**src/rtl/wrr_arbiter.sv**
```systemverilog
// Weighted round-robin arbiter: each client may take up to its weight in
// consecutive grants before priority rotates to the next requester.
module wrr_arbiter #(
   parameter int MAX_THRESH   = 16,
   parameter int CLIENTS      = 4,
   parameter int WAIT_GNT_ACK = 0,
   localparam int MTW = $clog2(MAX_THRESH),
   localparam int N   = $clog2(CLIENTS)
) (
   input  logic                   i_clk,
   input  logic                   i_rst,
   input  logic                   i_block_arb,
   input  logic [CLIENTS*MTW-1:0] i_max_thresh,
   input  logic [CLIENTS-1:0]     i_req,
   output logic                   ow_gnt_valid,
   output logic [CLIENTS-1:0]     ow_gnt,
   output logic [N:0]             ow_gnt_id,
   input  logic [CLIENTS-1:0]     i_gnt_ack
);

   logic [N-1:0]       ptr;
   logic [MTW-1:0]     cnt;
   logic               gnt_valid;
   logic [CLIENTS-1:0] gnt;
   logic [N:0]         gnt_id;

   logic [MTW-1:0]     w_last;
   logic               keep;
   logic               found;
   logic [N-1:0]       scan_id;
   logic               win_valid;
   logic [N-1:0]       win_id;
   logic [MTW-1:0]     win_cnt;

   always_comb begin
      w_last = i_max_thresh[int'(ptr)*MTW +: MTW];
      if (w_last == '0)
         w_last = MTW'(1);
   end

   // cnt == 0 only after reset, so the reset pointer never claims a free re-grant.
   assign keep = i_req[ptr] && (cnt != '0) && (cnt < w_last);

   always_comb begin
      found   = 1'b0;
      scan_id = '0;
      for (int k = 1; k <= CLIENTS; k++) begin
         if (!found && i_req[(int'(ptr) + k) % CLIENTS]) begin
            found   = 1'b1;
            scan_id = N'((int'(ptr) + k) % CLIENTS);
         end
      end
   end

   assign win_valid = keep || found;
   assign win_id    = keep ? ptr : scan_id;
   assign win_cnt   = keep ? cnt + MTW'(1) : MTW'(1);

   always_ff @(posedge i_clk) begin
      if (i_rst) begin
         gnt_valid <= 1'b0;
         gnt       <= '0;
         gnt_id    <= '0;
         ptr       <= N'(CLIENTS - 1);
         cnt       <= '0;
      end else if ((WAIT_GNT_ACK != 0) && gnt_valid) begin
         // held grant: only the grantee's ack releases it
         if (i_gnt_ack[gnt_id[N-1:0]]) begin
            gnt_valid <= 1'b0;
            gnt       <= '0;
            gnt_id    <= '0;
         end
      end else if (!i_block_arb && win_valid) begin
         gnt_valid <= 1'b1;
         gnt       <= {{(CLIENTS-1){1'b0}}, 1'b1} << win_id;
         gnt_id    <= {1'b0, win_id};
         ptr       <= win_id;
         cnt       <= win_cnt;
      end else begin
         gnt_valid <= 1'b0;
         gnt       <= '0;
         gnt_id    <= '0;
      end
   end

   assign ow_gnt_valid = gnt_valid;
   assign ow_gnt       = gnt;
   assign ow_gnt_id    = gnt_id;

endmodule

```
**config.mk**
```make
export PLATFORM = sky130hd
export DESIGN_NAME = wrr_arbiter
export DESIGN_NICKNAME = d
export VERILOG_FILES = /design/src/rtl/wrr_arbiter.sv
export SDC_FILE = /design/constraint.sdc
export NUM_CORES = 1
export LEC_CHECK = 0
export CAP_MARGIN = 20
export CORE_ASPECT_RATIO = 0.7
export CORE_MARGIN = 3
export CORE_UTILIZATION = 40
export DETAILED_ROUTE_END_ITERATION = 12
export HOLD_SLACK_MARGIN = 0.12
export PLACE_DENSITY = 0.84
export SLEW_MARGIN = 10
export SYNTH_ARGS = -nofsm -noshare
export SYNTH_HDL_FRONTEND = slang
export SYNTH_SLANG_ARGS = --single-unit
```
**constraint.sdc**
```tcl
create_clock -name i_clk -period 2.73 [get_ports i_clk]
set_input_delay 0.6825 -clock i_clk [delete_from_list [all_inputs] [get_ports i_clk]]
set_output_delay 0.6825 -clock i_clk [all_outputs]
set_load 0.01 [all_outputs]
```
; After elaboration in Yosys (flattened, before gate mapping)
; Cells that the tools add are included.
[word_totals]
latchBits = 0
romBits = 0
reg_bits = 14
in_bits = 27
mem_bits_rw = 0
out_inout_bits = 8
n_memories = 0
wordCells = 68
[op_classes]
add_sub_neg = 5
shifts = 2
bitwise_logic = 5
div = 0
n_reduce_logical = 18
order_cmp = 6
n_eq_ne = 0
mul = 0
n_mux = 26
[ops]
columns = op, n
row1 = "3-bit by 4-bit < comparator with 1-bit output, second input constant", 4
row2 = 16-bit by 5-bit variable part select with 4-bit output, 1
row3 = 1-bit 2-to-1 mux, 14
row4 = 1-bit binary-select mux with 2-bit select, 5
row5 = 2-bit 2-to-1 mux, 5
row6 = 2-bit OR reduction, 5
row7 = 4-bit 2-to-1 mux, 2
row8 = 1-bit logical AND, 6
row9 = "2-bit by 1-bit adder with 2-bit output, second input constant", 2
row10 = "2-bit adder, second input constant", 2
row11 = "4-bit by 1-bit adder with 4-bit output, second input constant", 1
row12 = "1-bit bitwise AND, first input constant", 4
row13 = 1-bit zero test, 4
row14 = 4-bit zero test, 1
row15 = 4-bit < comparator, 1
row16 = 4-bit nonzero test, 1
row17 = "1-bit by 2-bit << shifter with 4-bit output, first input constant", 1
row18 = "2-bit by 3-bit < comparator with 1-bit output, second input constant", 1
row19 = 1-bit logical OR, 1
row20 = 1-bit inverter, 1

; Logic depth before layout (Yosys ltp)
[depth]
word_depth = 20
mapped_depth = 10
mapped_depth_nobuf = 9

; Worst setup path before layout
; Ideal clock, no wire load.
[synth_path]
path_kind = input to register
start = input i_max_thresh[13]
end = register gnt[0], in the netlist ow_gnt[0]
slack_ns = 0.036
required_ns = 2.615
n_path_buf = 0
setup_time_ns = 0.115
stages = 9
t_arrival_ns = 2.579
cell_sequence = mux4_2 -> inv_1 -> ha_1 -> nor2_1 -> a21oi_1 -> a31oi_4 -> or2_2 -> mux2_4 -> and3_1
[synth_via]
elab_chain_cells = 9
word_cells_on_any_way = 11
classes_between = 1 x order compare / 2 x shift / 2 x mux / 1 x bitwise / 5 x reduce/logical
[synth_lines]
columns = item, line_no
row1 = "start, declared", 13  ; input logic [CLIENTS*MTW-1:0] i_max_thresh,
row2 = 16-bit by 5-bit variable part select with 4-bit output (*), 36  ; w_last = i_max_thresh[int'(ptr)*MTW +: MTW];
row3 = 4-bit zero test, 37  ; if (w_last == '0)
row4 = 4-bit 2-to-1 mux (*), 37
row5 = 4-bit < comparator (*), 42  ; assign keep = i_req[ptr] && (cnt != '0) && (cnt < w_last);
row6 = 1-bit logical AND (*), 42
row7 = 1-bit logical OR, 55  ; assign win_valid = keep || found;
row8 = 1-bit logical AND, 73  ; end else if (!i_block_arb && win_valid) begin
row9 = 1-bit inverter (no line), -
row10 = 2-bit OR reduction (no line), -
row11 = "end signal, assigned", 75  ; gnt <= {{(CLIENTS-1){1'b0}}, 1'b1} << win_id;
row12 = "end, declared", 24  ; logic [CLIENTS-1:0] gnt;
; Mark *: on every way between the ends. The rest lies on a longest branch, timed or not.
; A chain may end at the register's enable or synchronous reset.

; Worst setup path after layout
[layout_path]
start = input i_max_thresh[14]
end = register gnt[2], in the netlist ow_gnt[2]
; Same word-level chain as after synthesis.

==> reports/qor_table.md <==
| Quantity | Value |
| --- | --- |
| Number of filler instances in the final layout | 181 |
| Crit path DAT | 2.89 ns |
| First DRT Iteration DRCs | 39 |
| Number of stages on the worst hold path | 2 |
| First drt pass iteration count | 4 |
| Share of the yosys chip area belonging to registers | 26.9% |
| Number of buffers added by the clock tree synthesis step | 3 |
| Max VDD drop | 0.000223 V |
| Post-synthesis area per instance | 8.80 um2 |
| Initial antenna violation count | 0 |
| Max Freq | 369 MHz |
| Top post-synthesis cells by area | sky130_fd_sc_hd__dfxtp_1, sky130_fd_sc_hd__mux4_2, sky130_fd_sc_hd__ha_1 |
| Count of different cell masters after synthesis | 41 |
| Grt ovf | 0 |
| Startpoint type of the worst setup path | primary input |
| Vias per inst | 5.22 |
| Vias in the first global route | 897 |
| Later-pin clock latency in the skew report | 0.28 ns |
| Maximum root-to-sink buffer count | 2 |
| Crit path kind | in -> reg |
| Height of the die | 47.2 um |
| Cells after synthesis | 110 |
| Clock tree root buffer cell | sky130_fd_sc_hd__clkbuf_4 |
| WL/cell | 14.5 um |
| Post-route core utilization | 65.8% |
| Area occupied by multi-input gates | 728 um2 |
| CTS sink cnt | 13 |
| Delay contributed by the slowest stage of the critical path | 0.57 ns |
| Number of top-level pins | 35 |
| Worst setup slack after layout | 0.0198 ns |
| Clock transition at the register clock pins on the worst setup and hold paths after CTS | 0.08 ns |
| Wire length of the first global-routing pass | 4060 um |
| Hold path endpoint | cnt[1] |
| Worst path slowest cell | sky130_fd_sc_hd__or4b_4 |
| Total number of vias | 939 |
| Top library cells by usage in the layout, fill and taps aside | sky130_fd_sc_hd__clkdlybuf4s50_1, sky130_fd_sc_hd__dfxtp_1, sky130_fd_sc_hd__buf_4 |
| Maximum number of pins on one net before global-route repair | 13 |
| Post-Route Skew | 0.000399 ns |
| Result of the run | complete, no violations |
| Fraction of registers with async set/reset | 0% |
| Hold_sp | cnt[1] |
| Power per Cell Area | 441 nW/um2 |
| GRT Util Overall | 17.9% |
| Crit share post-route | 99.3% |
| Detailed Route WL | 2610 um |
| CP required | 2.91 ns |
| Remaining max-slew budget at the tightest pin | 53.0% |
| Category of the worst setup path capture point | flip-flop |
| Critical register-to-register path startpoint | ptr[0] |
| Combined flip-flop and latch cell area | 260 um2 |
| Die area | 3060 um2 |
| Antenna Cells | 0 |
| Final critical path time including I/O delays and setup | 2.71 ns |
| Core region area | 2220 um2 |
| Number of buffers added on ports | 29 |
| Fin. Hold Viols | 0 |
| Synthesis-to-finish area growth | 51.2% |
| Final hold slack | 0.576 ns |
| Final setup violation count | 0 |
| Kind of path behind the tightest hold check | reg -> reg |
| Area share of the leading cell type in the synthesized netlist | 26.9% |
| Worst Setup Slack post-DPL | -0.542 ns |
| Critical path fanouts, max | 5 |
| Clock tree from TritonCTS | done |
| Slack of the worst reg-to-reg path | 0.14 ns |
| Die Wd | 64.8 um |
| Reg-to-reg endpoint | ptr[0] |
| Slew at the pin closest to its max-slew limit | 0.697 ns |
| Weighted congestion reported at the end of routability-driven placement | 0.792 |
| Post-synthesis sequential element count | 13 |
| Post-synthesis instance area | 968 um2 |
| Number of max-cap violations | 0 |
| Buffers plus inverters on the worst setup path | 1 |
| Dpl hpwl | 2010 um |
| Most frequent standard cell in the layout excluding fill and tap cells | sky130_fd_sc_hd__clkdlybuf4s50_1 |
| Lkg Pwr | 0.581 nW |
| Cells along the critical path | clkdlybuf4s50_1 > mux4_2 > or4b_4 > a31oi_4 > a21oi_2 > mux2_4 > nor3b_2 |
| Warning count from the yosys run | 0 |
| FF-to-FF path depth | 10 |
| H-tree depth | 1 |
| DRT antenna net count | 0 |
| Standard-cell row count | 14 |
| Post-synth top flop | sky130_fd_sc_hd__dfxtp_1 |
| Effective utilization at floorplan | 43.5% |
| Area after detailed placement | 1330 um2 |
| Count of flip-flops with a built-in enable after synthesis | 0 |
| Max Transition Viols Final | 0 |
| Cell accounting for the most synthesized area | sky130_fd_sc_hd__dfxtp_1 |
| Post-route cell area | 1460 um2 |
| Delay-heaviest family, CP | multiplexers |
| Nets in the synthesized netlist | 142 |
| Number of nets in the final layout | 181 |
| Hold bufs inserted after CTS | 0 |
| Count of unresolved DRC violations after routing | 0 |
| Proportion of layout cells with a drive suffix above 1 | 29.7% |
## synth_stat cells (all sizes together), types with 2 or more instances
cell type,count
nor3,7
and3b,2
clkbuf,3
mux2i,2
nand3,5
ha,5
nand2,5
mux4,5
inv,9
nor3b,3
a21oi,10
or3,2
nor2,13
a31oi,2
dfxtp,13
buf,4
o311ai,2
or2,2
o21ai,3
## kinds of logic (layout without fill, tap and decap cells)
kind of cell	count (synthesis)	count (layout)	share of synthesized area [%]
AO/OA/AOI/OAI	21	21	14.7
adder cells (fa/ha/maj)	5	5	6.46
buffers and inverters	16	54	8.78
flip-flops	13	13	26.9
multiplexers	8	8	16.0
other	1	1	0.387
AND/OR/NAND/NOR	46	46	26.7
## where the power goes
| part | internal, W | switching [W] | total, W |
|---|---|---|---|
| logic | 0.000166 | 0.000139 | 0.000305 |
| registers | 0.000204 | 0.0000136 | 0.000218 |
| clock network | 0.0000545 | 0.0000689 | 0.000123 |
| total | 0.000425 | 0.000222 | 0.000646 |
## per-stage QoR
step | cells | power (W) | setup TNS [ns]
global placement | 175 | 0.000464 | -3.57
floorplan | 110 | 0.000381 | 0
global route | 180 | 0.000689 | -0.0000306
finish | 180 | 0.000646 | 0
CTS | 180 | 0.000634 | 0
detailed placement | 175 | 0.000477 | -4.91
## tightest hold or removal path, cell delays in order, from the launching register on
cell and delay, ns:
sky130_fd_sc_hd__dfxtp_1 0.38, sky130_fd_sc_hd__nand2_1 0.09, sky130_fd_sc_hd__a21oi_1 0.06
## cell type report
type,count,share of cell area [%]
clock inverters,1,0.342
well taps,32,2.74
repair buffers,41,25.6
inverters,9,2.31
multi-input cells,81,49.7
flip-flops and latches,13,17.8
clock buffers,3,1.54
## timing repair
item / in CTS / in global routing
setup buffers: 1 / 0
endpoints found under the setup margin: 9 / 5
pin swaps: 10 / 3
endpoints found under the hold margin: 0 / 0
gates resized for setup: 26 / 4
## state kept, by name, indices dropped and copies added (netlist names)
name          cells
cnt               4
ow_gnt            4
ow_gnt_id         2
ptr               2
ow_gnt_valid      1
## per-layer routing
layer | vias to the layer above | routed length (um) | track usage (%)
met5 | - | 0 | 0
met4 | 0 | 9 | 1.26
met3 | 2 | 125 | 5.26
met2 | 26 | 1380 | 35.0
met1 | 443 | 1090 | 20.7
li1 | 468 | - | -
## how the worst max path moves through the flow
stage | depth (start not counted) | endpoint | start | slack, ns
2_1_floorplan | 9 | ow_gnt[0] | i_max_thresh[13] | 0.04
3_3_place_gp | 11 | ptr[0] | i_max_thresh[13] | -0.42
3_5_place_dp | 11 | ow_gnt[0] | i_max_thresh[13] | -0.54
4_1_cts | 7 | ow_gnt[2] | i_max_thresh[6] | 0.03
5_1_grt | 11 | ptr[0] | i_max_thresh[13] | -0.00003
6_report | 7 | ow_gnt[2] | i_max_thresh[14] | 0.02
(Power assumes the default switching activity.)
